File: config.mk
export PLATFORM = sky130hd
export DESIGN_NAME = voice_allocator_flat
export DESIGN_NICKNAME = d
export VERILOG_FILES = /design/src/rtl/voice_allocator_pkg.sv /design/src/rtl/voice_allocator_if.sv /design/src/rtl/voice_age_tracker.sv /design/src/rtl/voice_allocator.sv /design/src/flat_wrapper.sv
export SDC_FILE = /design/constraint.sdc
export NUM_CORES = 1
export LEC_CHECK = 0
export CORE_MARGIN = 4
export CORE_UTILIZATION = 50
export CTS_BUF_LIST = sky130_fd_sc_hd__clkbuf_8
export DETAILED_ROUTE_END_ITERATION = 16
export GPL_TIMING_DRIVEN = 0
export PLACE_DENSITY = 0.7
export SYNTH_ARGS = -nofsm -noshare
export SYNTH_HDL_FRONTEND = slang
export SYNTH_SLANG_ARGS = --single-unit
export TNS_END_PERCENT = 10
File: constraint.sdc
create_clock -name clk -period 6.8 [get_ports clk]
set_clock_uncertainty 0.2 [all_clocks]
set_input_delay 1.7 -clock clk [delete_from_list [all_inputs] [get_ports clk]]
set_output_delay 1.7 -clock clk [all_outputs]
set_load 0.03 [all_outputs]
File: src/rtl/voice_allocator_pkg.sv
// Shared types and default widths for the polyphonic voice allocator.
package voice_allocator_pkg;
  typedef enum logic [1:0] {ST_IDLE, ST_SCAN, ST_COMMIT} state_e;

  localparam int DEF_NUM_VOICES = 8;
  localparam int DEF_NOTE_W     = 7;
  localparam int DEF_VEL_W      = 7;
  localparam int DEF_AGE_W      = 8;
endpackage

File: src/rtl/voice_allocator_if.sv
// Note-event handshake: the sequencer side is master, the allocator is slave.
interface voice_allocator_if #(
  parameter int NOTE_W = 7,
  parameter int VEL_W  = 7
);
  logic              ev_valid;
  logic              ev_ready;
  logic              ev_on;
  logic [NOTE_W-1:0] ev_note;
  logic [VEL_W-1:0]  ev_vel;

  modport master (output ev_valid, ev_on, ev_note, ev_vel, input ev_ready);
  modport slave  (input ev_valid, ev_on, ev_note, ev_vel, output ev_ready);
endinterface

File: src/rtl/voice_age_tracker.sv
// Per-voice saturating age counters plus a running "oldest voice" compare
// fed one voice index per scan cycle.
module voice_age_tracker
  import voice_allocator_pkg::*;
#(
  parameter int NUM_VOICES = DEF_NUM_VOICES,
  parameter int AGE_W      = DEF_AGE_W,
  parameter int IDX_W      = 3
)(
  input  logic             clk,
  input  logic             rst,
  input  logic             clr_all,
  input  logic             commit_on,
  input  logic [IDX_W-1:0] target,
  input  logic             scan_en,
  input  logic [IDX_W-1:0] scan_idx,
  output logic [IDX_W-1:0] oldest_idx
);
  logic [NUM_VOICES-1:0][AGE_W-1:0] age_q;
  logic [AGE_W-1:0]                 best_age;
  logic [AGE_W-1:0]                 scan_age;

  for (genvar g = 0; g < NUM_VOICES; g++) begin : g_age
    always_ff @(posedge clk or negedge rst) begin
      if (!rst)                          age_q[g] <= '0;
      else if (clr_all)                  age_q[g] <= '0;
      else if (commit_on) begin
        if (target == IDX_W'(g))         age_q[g] <= '0;
        else if (age_q[g] != '1)         age_q[g] <= age_q[g] + 1'b1;
      end
    end
  end

  assign scan_age = age_q[scan_idx];

  // Index 0 seeds the compare; strict '>' keeps ties on the lowest index.
  always_ff @(posedge clk or negedge rst) begin
    if (!rst) begin
      best_age   <= '0;
      oldest_idx <= '0;
    end else if (scan_en && (scan_idx == '0 || scan_age > best_age)) begin
      best_age   <= scan_age;
      oldest_idx <= scan_idx;
    end
  end
endmodule

File: src/rtl/voice_allocator.sv
// Polyphonic voice allocator: sequential scan over voices, then one commit
// that retriggers a matching voice, takes a free one, or steals the oldest.
module voice_allocator
  import voice_allocator_pkg::*;
#(
  parameter int NUM_VOICES = DEF_NUM_VOICES,
  parameter int NOTE_W     = DEF_NOTE_W,
  parameter int VEL_W      = DEF_VEL_W,
  parameter int AGE_W      = DEF_AGE_W
)(
  input  logic                         clk,
  input  logic                         rst,
  voice_allocator_if.slave             ev,
  input  logic                         all_off,
  output logic [NUM_VOICES*NOTE_W-1:0] voice_note,
  output logic [NUM_VOICES*VEL_W-1:0]  voice_vel,
  output logic [NUM_VOICES-1:0]        voice_gate,
  output logic [NUM_VOICES-1:0]        voice_trig,
  output logic                         steal
);
  localparam int IDX_W = (NUM_VOICES > 1) ? $clog2(NUM_VOICES) : 1;
  localparam logic [IDX_W-1:0] LAST_IDX = IDX_W'(NUM_VOICES - 1);

  state_e state_q, state_d;

  logic                             accept, last_scan, commit_ok, commit_on;
  logic                             cap_on;
  logic [NOTE_W-1:0]                cap_note;
  logic [VEL_W-1:0]                 cap_vel;
  logic [IDX_W-1:0]                 scan_idx, match_idx, free_idx, oldest_idx, target;
  logic                             match_found, free_found;
  logic [NUM_VOICES-1:0][NOTE_W-1:0] note_q;
  logic [NUM_VOICES-1:0][VEL_W-1:0]  vel_q;
  logic [NUM_VOICES-1:0]            gate_q;

  assign accept    = ev.ev_valid && ev.ev_ready;
  assign last_scan = (scan_idx == LAST_IDX);

  always_ff @(posedge clk or negedge rst) begin
    if (!rst) state_q <= ST_IDLE;
    else      state_q <= state_d;
  end

  always_comb begin
    state_d = state_q;
    if (all_off) state_d = ST_IDLE;
    else begin
      case (state_q)
        ST_IDLE:   if (accept)    state_d = ST_SCAN;
        ST_SCAN:   if (last_scan) state_d = ST_COMMIT;
        ST_COMMIT:                state_d = ST_IDLE;
        default:                  state_d = ST_IDLE;
      endcase
    end
  end

  // Panic wins even over a same-cycle handshake or commit.
  always_comb begin
    ev.ev_ready = 1'b0;
    commit_ok   = 1'b0;
    case (state_q)
      ST_IDLE:   ev.ev_ready = !all_off;
      ST_COMMIT: commit_ok   = !all_off;
      default:   ;
    endcase
  end

  assign commit_on = commit_ok && cap_on;
  assign target    = match_found ? match_idx : (free_found ? free_idx : oldest_idx);

  always_comb begin
    voice_trig = '0;
    steal      = 1'b0;
    if (commit_on) begin
      voice_trig[target] = 1'b1;
      steal              = !match_found && !free_found;
    end
  end

  always_ff @(posedge clk or negedge rst) begin
    if (!rst) begin
      cap_on      <= 1'b0;
      cap_note    <= '0;
      cap_vel     <= '0;
      scan_idx    <= '0;
      match_idx   <= '0;
      free_idx    <= '0;
      match_found <= 1'b0;
      free_found  <= 1'b0;
      note_q      <= '0;
      vel_q       <= '0;
      gate_q      <= '0;
    end else if (all_off) begin
      gate_q   <= '0;
      scan_idx <= '0;
    end else begin
      case (state_q)
        ST_IDLE: if (accept) begin
          // Velocity-zero note-on is a note-off.
          cap_on      <= ev.ev_on && (ev.ev_vel != '0);
          cap_note    <= ev.ev_note;
          cap_vel     <= ev.ev_vel;
          scan_idx    <= '0;
          match_found <= 1'b0;
          free_found  <= 1'b0;
        end
        ST_SCAN: begin
          if (!match_found && gate_q[scan_idx] && note_q[scan_idx] == cap_note) begin
            match_found <= 1'b1;
            match_idx   <= scan_idx;
          end
          if (!free_found && !gate_q[scan_idx]) begin
            free_found <= 1'b1;
            free_idx   <= scan_idx;
          end
          scan_idx <= last_scan ? '0 : scan_idx + 1'b1;
        end
        ST_COMMIT: begin
          if (cap_on) begin
            note_q[target] <= cap_note;
            vel_q[target]  <= cap_vel;
            gate_q[target] <= 1'b1;
          end else if (match_found) begin
            gate_q[match_idx] <= 1'b0;
          end
        end
        default: ;
      endcase
    end
  end

  voice_age_tracker #(
    .NUM_VOICES (NUM_VOICES),
    .AGE_W      (AGE_W),
    .IDX_W      (IDX_W)
  ) u_age (
    .clk        (clk),
    .rst        (rst),
    .clr_all    (all_off),
    .commit_on  (commit_on),
    .target     (target),
    .scan_en    (state_q == ST_SCAN),
    .scan_idx   (scan_idx),
    .oldest_idx (oldest_idx)
  );

  assign voice_note = note_q;
  assign voice_vel  = vel_q;
  assign voice_gate = gate_q;
endmodule

File: src/flat_wrapper.sv
// flat-port wrapper written by rule: the top's interface ports become plain ports
module voice_allocator_flat import voice_allocator_pkg::*;
#(
  parameter int NUM_VOICES = DEF_NUM_VOICES,
  parameter int NOTE_W     = DEF_NOTE_W,
  parameter int VEL_W      = DEF_VEL_W,
  parameter int AGE_W      = DEF_AGE_W
)
  (clk, rst, all_off, voice_note, voice_vel, voice_gate, voice_trig, steal, ev_ev_valid, ev_ev_on, ev_ev_note, ev_ev_vel, ev_ev_ready);
  voice_allocator_if #(.NOTE_W(NOTE_W), .VEL_W(VEL_W)) ev_i ();
  input  logic clk;
  input  logic rst;
  input  logic all_off;
  output logic [NUM_VOICES*NOTE_W-1:0] voice_note;
  output logic [NUM_VOICES*VEL_W-1:0] voice_vel;
  output logic [NUM_VOICES-1:0] voice_gate;
  output logic [NUM_VOICES-1:0] voice_trig;
  output logic steal;
  input wire logic [$bits(ev_i.ev_valid)-1:0] ev_ev_valid;
  input wire logic [$bits(ev_i.ev_on)-1:0] ev_ev_on;
  input wire logic [$bits(ev_i.ev_note)-1:0] ev_ev_note;
  input wire logic [$bits(ev_i.ev_vel)-1:0] ev_ev_vel;
  output wire logic [$bits(ev_i.ev_ready)-1:0] ev_ev_ready;
  assign ev_i.ev_valid = ev_ev_valid;
  assign ev_i.ev_on = ev_ev_on;
  assign ev_i.ev_note = ev_ev_note;
  assign ev_i.ev_vel = ev_ev_vel;
  assign ev_ev_ready = ev_i.ev_ready;
  voice_allocator #(.NUM_VOICES(NUM_VOICES), .NOTE_W(NOTE_W), .VEL_W(VEL_W), .AGE_W(AGE_W)) u_core (.clk(clk), .rst(rst), .ev(ev_i), .all_off(all_off), .voice_note(voice_note), .voice_vel(voice_vel), .voice_gate(voice_gate), .voice_trig(voice_trig), .steal(steal));
endmodule
Word-level counts from Yosys, hierarchy flattened
Index checks and enable logic that the tools add are counted.
Storage, ports and cells
  logic and storage cells: 197
  bits in registers: 223
  bits of input ports: 19
  output and inout port bits: 130
Cells by class
  equality and inequality tests: 24
  order comparisons: 6
  reductions and logical operators: 49
  multiplexer cells: 69
  bitwise logic cells: 4
  add/sub/neg operators: 9
Operators with widths (count)
  two-way mux 8 bit: 38
  bitwise mux 56 bit: 2
  adder 8 x 1 -> 8 bit, second input constant: 8
  != test 8 bit, second input constant: 8
  nonzero test 3 bit: 10
  binary-select mux 8 bit (select 3 bit): 1
  AND reduction 2 bit: 11
  binary-select mux 7 bit (select 3 bit): 1
  demux 7 bit (select 3 bit): 1
  equality test 3 bit, second input constant: 5
  two-way mux 3 bit: 5
  two-way mux 7 bit: 2
  < comparator 3 x 4 -> 1 bit, second input constant: 3
  AND reduction 3 bit: 4
  logical AND 1 bit: 10
  two-way mux 1 bit: 9
  bitwise AND 8 bit: 1
  greater-than comparator 8 bit: 1
  inverter 8 bit: 1
  OR 8 bit: 1
  AND reduction 4 bit: 2
  equality test 7 bit: 1
  nonzero test 7 bit: 1
  demux 1 bit (select 3 bit): 2
  other kinds (19): 33

Logic depth before layout (Yosys ltp)
Gate-level depths: netlist of run 1.
  depth in word-level cells: 10
  mapped depth: 13

By module
Synthesis of run 1 repeated with hierarchy kept, for this count alone.
Unflattened totals
  cell total of the unflattened synthesis: 970
  area, all modules: 11199.5 um^2
Modules (own cells, without submodules)
  voice_allocator: cells each 484, times used 1, area each 6510.0 um^2
  voice_age_tracker: cells each 486, times used 1, area each 4689.5 um^2

Worst setup path before layout of run 1
Ideal clock, no wire load.
  path type: input to output
  start point: input all_off
  end point: output steal
  buffers on the path: 3
  stages on the path: 4
  path slack: 1633 ps
  arrival: 3267 ps
  required time: 4900 ps
  cells stage by stage: clkbuf_1 -> clkbuf_1 -> clkbuf_1 -> nor4_1
On the way
  word-level cells in the longest chain between the ends: 4
RTL lines
  start, declared: RTL line flat_wrapper.sv:13  | input logic all_off;
  logical NOT 1 bit: RTL line voice_allocator.sv:63  | ST_COMMIT: commit_ok = !all_off;
  two-way mux 1 bit: RTL line voice_allocator.sv:61  | case (state_q)
  logical AND 1 bit: RTL line voice_allocator.sv:68  | assign commit_on = commit_ok && cap_on;
  two-way mux 1 bit: RTL line voice_allocator.sv:74  | if (commit_on) begin
  end, declared: RTL line flat_wrapper.sv:18  | output logic steal;
Every way passes these cells.

Worst setup path in the final report of run 1
  start point: input all_off
  end point: output voice_trig[6]
On the way
  word-level cells in the longest chain between the ends: 4
RTL lines
  logical NOT 1 bit: RTL line voice_allocator.sv:63
  two-way mux 1 bit: RTL line voice_allocator.sv:61
  logical AND 1 bit: RTL line voice_allocator.sv:68
  two-way mux 8 bit: RTL line voice_allocator.sv:74
  end, declared: RTL line flat_wrapper.sv:17  | output logic [NUM_VOICES-1:0] voice_trig;
Every way passes these cells.

==> results of run 1 <==
-- metal layers --
metal	up-vias	routed length [µm]
met5	-	0
met4	0	780
met3	68	2100
met2	273	14400
met1	4190	12900
li1	3783	-
-- worst reg2reg max path, stage by stage, from the launching register on --
cell and delay, ns:
dfrtp_1 0.34, buf_2 0.25, buf_1 0.51, clkbuf_1 0.58
mux4_2 0.42, mux2_2 0.32, ha_1 0.30, nor2b_1 0.14
o211ai_1 0.10, a21oi_1 0.13, o22ai_1 0.08, a21oi_1 0.19
buf_1 0.52, mux2_2 0.40
-- registers in the layout, indices dropped and copies added, names as in the netlist --
name,count
u_core.match_found,1
u_core.free_idx,3
u_core.u_age.age_q,64
u_core.voice_note,56
u_core.match_idx,3
u_core.u_age.oldest_idx,3
u_core.free_found,1
u_core.u_age.best_age,8
u_core.voice_vel,56
u_core.state_q,2
u_core.cap_on,1
u_core.scan_idx,3
u_core.voice_gate,8
u_core.cap_note,7
u_core.cap_vel,7
-- cell families (layout without fill, tap and decap cells) --
kind of cell | after synthesis | in the layout | share of synthesized area
fa+ha+maj | 19 | 19 | 0.0216
simple gates | 239 | 239 | 0.106
flops | 223 | 223 | 0.508
compound gates | 145 | 145 | 0.0841
mux | 200 | 200 | 0.232
xor+xnor | 27 | 27 | 0.0215
buf+inv | 62 | 283 | 0.0263
-- cells in the final DEF, fill, tap and decap left out, types with 7 or more instances in the layout --
| cell type | netlist | final |
|---|---|---|
| mux2_2 | 143 | 143 |
| o31ai_1 | 9 | 9 |
| xnor2_1 | 20 | 20 |
| mux2i_1 | 27 | 27 |
| dfrtp_1 | 223 | 223 |
| nand3_1 | 26 | 26 |
| nor2_1 | 60 | 60 |
| and3_1 | 9 | 9 |
| clkbuf_1 | 14 | 14 |
| clkdlybuf4s50_1 | 0 | 146 |
| nand4_1 | 11 | 11 |
| xor2_1 | 7 | 7 |
| a21oi_1 | 47 | 47 |
| clkbuf_8 | 0 | 51 |
| a311oi_1 | 7 | 7 |
| nand2_1 | 70 | 70 |
| buf_2 | 15 | 15 |
| inv_1 | 17 | 34 |
| ha_1 | 19 | 19 |
| mux4_2 | 28 | 28 |
| a31oi_1 | 8 | 8 |
| nor3_1 | 21 | 21 |
| buf_1 | 8 | 8 |
| o21ai_0 | 34 | 34 |
-- cell type report --
| class | count | area (µm²) |
|---|---|---|
| buffer | 44 | 221 |
| clock buffer | 51 | 702 |
| fill | 1666 | 7630 |
| clock inverter | 21 | 96.3 |
| timing repair buffer | 149 | 1530 |
| tap | 275 | 344 |
| multi-input combinational | 630 | 5120 |
| sequential | 223 | 5580 |
| inverter | 18 | 67.6 |
-- per-stage QoR --
stage / setup slack [ns] / util / setup TNS [ns] / cell area (µm²) / hold slack (ns)
finish: 0.715 / 0.642 / 0 / 13700 / 0.288
global route: 0.661 / 0.642 / 0 / 13700 / 0.323
CTS: 0.780 / 0.642 / 0 / 13700 / 0.287
detailed placement: 0.775 / 0.604 / 0 / 12900 / 0.272
global placement: -5.80 / 0.601 / -1286.48 / 12800 / 0.266
floorplan: 1.63 / - / 0 / 11000 / 0.250
-- power by group --
part           switching, W  internal, W  leakage, nW  total, W
clock              0.000560     0.000677        0.477   0.00124
combinational      0.000198     0.000121         2.55  0.000320
sequential        0.0000673      0.00138         3.05   0.00144
-- worst max-delay path by stage --
stage	depth (start not counted)	start	slack, ns	to
final	6	all_off	0.72	voice_trig[6]
after global routing	6	all_off	0.66	voice_trig[5]
after CTS	6	all_off	0.78	voice_trig[5]
after detailed placement	6	all_off	0.77	voice_trig[5]
after global placement	1	rst	-5.80	u_core.voice_vel[16]
after floorplan	4	all_off	1.63	steal
==> flow_metrics.env, run 1 <==
export IMPL_synth_edf_count=0
export IMPL_r2r_end="u_core.u_age.best_age[4]"
export IMPL_maxSlewViolCount=0
export IMPL_ys_seq_area_frac=0.508
export IMPL_crit_type="in -> out"
export IMPL_busiest_layer="met2"
export IMPL_power_density_nw_per_um2=220
export IMPL_rr_startpoint="u_core.scan_idx[1]"
export IMPL_fin_nets=1144
export IMPL_slew_headroom=0.376
export IMPL_ys_flop_type="dfrtp_1"
export IMPL_cts_resized=0
export IMPL_syn_to_final_growth_pct=24.3
export IMPL_synth_area_leaders="dfrtp_1 (51%), mux2_2 (15%), mux4_2 (5.7%), mux2i_1 (2.5%), nand2_1 (2.4%)"
export IMPL_grtUsageTotal=0.251
export IMPL_syn_nets=953
export IMPL_grt_pass1_vias=8727
export IMPL_max_stage_delay_ns=0.74
export IMPL_drc=0
export IMPL_hold_path_cell_count=2
export IMPL_grtUsageMet2=0.401
export IMPL_r2r_slack_ns=2.15
export IMPL_arrival_ns=4.18
export IMPL_dp_hpwl_mm=21.1
export IMPL_row_count=53
export IMPL_fp_dieW_um=156
export IMPL_drt_pass1_iter_count=5
export IMPL_vias_per_cell=5.89
export IMPL_fmax_mhz=164
export IMPL_crit_required_ns=4.90
export IMPL_fin_crit_ns=6.08
export IMPL_final_cells=1411
export IMPL_drt_initial_drc_count=535
export IMPL_drv_cap=0
export IMPL_antenna_found_initial=0
export IMPL_cts_buffers=40
export IMPL_hp_class="reg -> reg"
export IMPL_cts_buffer_depth=3
export IMPL_cp_top_family="buffers and inverters"
export IMPL_ir_drop_mv=0.157
export IMPL_rsz0062_at_grt="no"
export IMPL_yosysTopAreaCell="dfrtp_1"
export IMPL_drive_gt1_frac=0.237
export IMPL_hold_end="u_core.free_idx[1]"
export IMPL_crit_buf_inv=3
export IMPL_post_route_period_util=0.895
export IMPL_grt_start_max_net_pins=95
export IMPL_crit_top_cell="nor2_1"
export IMPL_core_um2=21300
export IMPL_cp_cell_sequence="clkbuf_1, nor2_1, nand2_1, nor2_1, buf_2, clkdlybuf4s50_1"
export IMPL_netlist_area_um2=11000
export IMPL_cp_end_kind="output pin"
export IMPL_cts_sinks=223
export IMPL_worstMarginPinSlew_ns=0.930
export IMPL_critPathMaxFanout=10
export IMPL_die_area_um2=24400
export IMPL_die_h_um=156
export IMPL_synth_seq_cells=223
export IMPL_total_power_w=0.00300
export IMPL_overflow=0
export IMPL_start_kind="input pin"
export IMPL_grt_util_met1=0.338
export IMPL_status="finished, final reports clean"
export IMPL_path_clk_slew_ns=0.06
export IMPL_postSynthCellCount=915
export IMPL_synth_commonest_cells="dfrtp_1 (223), mux2_2 (143), nand2_1 (70)"
export IMPL_synth_warnings=0
export IMPL_wl_per_cell_um=21.4
export IMPL_gp_congestion=0.869
export IMPL_io_buffers=147
export IMPL_grt_pass1_wl_mm=48.4
export IMPL_cts_setup_buffers=0
export IMPL_routed_wl_mm=30.2
export IMPL_cts_tree="yes"
export IMPL_rr_worst_depth=13
export IMPL_p_leak_nw=6.08
export IMPL_io_pins=149
export IMPL_synth_top_cell_area_share=0.508
export IMPL_met3_usage=0.0644
export IMPL_antenna_left=0
export IMPL_finalSetupViolCount=0
export IMPL_via_count=8314
export IMPL_placed_cells=1339
export IMPL_synth_cell_types=61
export IMPL_hp_start="u_core.free_idx[1]"
export IMPL_hold_viol=0
export IMPL_syn_avg_cell_area_um2=12.0
export IMPL_cts_root_buf="clkbuf_8"
export IMPL_initial_core_util=0.516
export IMPL_ctsHoldBuffers=0
export IMPL_diodes=0
export IMPL_cpMaxStageDelayCell="clkdlybuf4s50_1"
export IMPL_synth_most_common_cell="dfrtp_1"
export IMPL_synth_async_reset_ratio=1.00
export IMPL_clk_latency_ns=0.55
export IMPL_h_tree_depth=2
(Power assumes the default switching activity.)
==> run 2: changes to the inputs <==
--- a/config.mk
+++ b/config.mk
@@ -5,12 +5,15 @@
 export SDC_FILE = /design/constraint.sdc
 export NUM_CORES = 1
 export LEC_CHECK = 0
+export CAP_MARGIN = 15
 export CORE_MARGIN = 4
 export CORE_UTILIZATION = 50
 export CTS_BUF_LIST = sky130_fd_sc_hd__clkbuf_8
 export DETAILED_ROUTE_END_ITERATION = 16
 export GPL_TIMING_DRIVEN = 0
 export PLACE_DENSITY = 0.7
+export REMOVE_ABC_BUFFERS = 1
+export SKIP_LAST_GASP = 1
 export SYNTH_ARGS = -nofsm -noshare
 export SYNTH_HDL_FRONTEND = slang
 export SYNTH_SLANG_ARGS = --single-unit
==> flow_metrics.env, run 2 (synthesized netlist as in run 1, its figures left out) <==
export IMPL_wl_met3_mm=2.79
export IMPL_io_pins=149
export IMPL_maxSlewViolCount=0
export IMPL_routed_wl_mm=28.5
export IMPL_finalSetupViolCount=0
export IMPL_cp_cell_sequence="clkdlybuf4s50_1, buf_16, nor2_1, nand2_1, nor2_2, buf_8, clkdlybuf4s50_1"
export IMPL_final_cells=1373
export IMPL_post_route_period_util=0.996
export IMPL_io_buffers=148
export IMPL_layout_commonest_cell="dfrtp_1"
export IMPL_antenna_left=0
export IMPL_drt_initial_drc_count=532
export IMPL_syn_to_final_growth_pct=23.8
export IMPL_whs_ns=0.286
export IMPL_drv_cap=0
export IMPL_drt_pass1_iter_count=4
export IMPL_grt_start_max_net_pins=100
export IMPL_hold_viol=0
export IMPL_start_kind="input pin"
export IMPL_rsz0062_at_grt="yes"
export IMPL_ir_drop_mv=0.138
export IMPL_wl_per_cell_um=20.7
export IMPL_grt_pass1_vias=8393
export IMPL_cts_buffer_depth=3
export IMPL_cts_buffers=39
export IMPL_gp_congestion=0.831
export IMPL_row_count=53
export IMPL_post_route_util=0.639
export IMPL_route_met2_wl_mm=13.1
export IMPL_wl_met1_mm=12.0
export IMPL_arrival_ns=4.87
export IMPL_h_tree_depth=2
export IMPL_fin_crit_ns=6.77
export IMPL_highest_layer="met4"
export IMPL_r2r_end="u_core.u_age.best_age[1]"
export IMPL_grtUsageTotal=0.238
export IMPL_fin_setup_tns_ns=0
export IMPL_most_common_layout_cells="dfrtp_1 (221), clkdlybuf4s50_1 (147), mux2_2 (143), nand2_1 (70), nor2_1 (57)"
export IMPL_multiInputGateArea_um2=5150
export IMPL_fmax_mhz=148
export IMPL_worstMarginPinSlew_ns=1.11
export IMPL_vias_per_cell=5.83
export IMPL_antenna_found_initial=0
export IMPL_cts_tree="yes"
export IMPL_drc=0
export IMPL_die_h_um=156
export IMPL_fp_dieW_um=156
export IMPL_status="finished, final reports clean"
export IMPL_placed_cells=1305
export IMPL_hold_path_cell_count=2
export IMPL_rr_startpoint="u_core.scan_idx[0]"
export IMPL_rr_worst_depth=9
export IMPL_core_um2=21300
export IMPL_initial_core_util=0.516
export IMPL_slew_headroom=0.256
export IMPL_path_clk_slew_ns=0.06
export IMPL_regMostFlops="u_core.u_age.age_q"
export IMPL_dp_hpwl_mm=19.3
export IMPL_power_density_nw_per_um2=213
export IMPL_crit_type="in -> out"
export IMPL_fillers=1669
export IMPL_total_power_w=0.00289
export IMPL_max_stage_delay_ns=0.78
export IMPL_diodes=0
export IMPL_cpMaxStageDelayCell="clkdlybuf4s50_1"
export IMPL_grt_pass1_wl_mm=46.4
export IMPL_hp_class="reg -> reg"
export IMPL_hp_start="u_core.free_idx[1]"
export IMPL_overflow=0
export IMPL_critPathMaxFanout=23
export IMPL_largest_reg_flops=64
export IMPL_via_count=8011
export IMPL_drive_gt1_frac=0.236
export IMPL_hold_end="u_core.free_idx[1]"
export IMPL_r2r_slack_ns=3.08
export IMPL_regArea_um2=5580
export IMPL_crit_top_cell="clkdlybuf4s50_1"
export IMPL_crit_required_ns=4.90
export IMPL_cts_root_buf="clkbuf_8"
export IMPL_clk_latency_ns=0.55
export IMPL_fin_nets=1110
export IMPL_die_area_um2=24400
export IMPL_cts_sinks=223
export IMPL_cp_end_kind="output pin"
export IMPL_p_leak_nw=5.99
==> run 2: changes by cell type in the layout (fill, tap and decap cells not counted), sizes merged <==
cell,change
buf,-20
clkbuf,-21
clkdlybuf4s50,+1
clkinv,+1
clkinvlp,+1
==> run 2: worst max-delay path: cells and delay by family <==
kind / cells / cell delay (ns)
buffers and inverters: 4 / 2.06
AND/OR/NAND/NOR: 3 / 1.10
==> run 2: what timing repair did <==
action | CTS | global route
pin swaps | 0 | 0
gates resized for setup | 1 | 1
setup endpoints to repair | 2 | 3
hold buffers | 0 | 0
setup buffers | 0 | 0
==> run 2: final cells by class <==
type	instances	area share
flip-flops and latches	223	0.410
multi-input cells	630	0.379
repair buffers	160	0.128
clock buffers	44	0.0445
well taps	275	0.0253
clock inverters	23	0.00800
inverters	18	0.00497
==> run 2: layer usage <==
| layer | up-vias | track usage |
|---|---|---|
| met5 | - | 0 |
| met4 | 0 | 0.0698 |
| met3 | 48 | 0.0921 |
| met2 | 287 | 0.370 |
| met1 | 3975 | 0.315 |
| li1 | 3701 | - |
==> run 2: where the power goes <==
| group | leakage, nW | switching, W | internal (W) | total [W] |
|---|---|---|---|---|
| combinational | 2.51 | 0.000161 | 0.000120 | 0.000280 |
| clock | 0.431 | 0.000544 | 0.000594 | 0.00114 |
| sequential | 3.05 | 0.0000969 | 0.00138 | 0.00147 |
==> run 2: how the worst max path moves through the flow <==
stage | from | to | slack [ns] | cells after the start
2_1_floorplan | all_off | voice_trig[5] | 1.95 | 3
3_3_place_gp | rst | u_core.voice_vel[10] | -5.84 | 1
3_5_place_dp | all_off | voice_trig[1] | -0.14 | 6
4_1_cts | all_off | voice_trig[2] | -0.15 | 6
5_1_grt | all_off | voice_trig[3] | -0.1 | 7
6_report | all_off | voice_trig[3] | 0.03 | 7
==> run 2: stage by stage <==
stage / worst slack [ns] / cell area (µm²)
6_report: 0.0269 / 13600
5_1_grt: -0.0987 / 13600
4_1_cts: -0.152 / 13600
3_5_place_dp: -0.144 / 12800
3_3_place_gp: -5.84 / 12600
2_1_floorplan: 1.95 / 10800
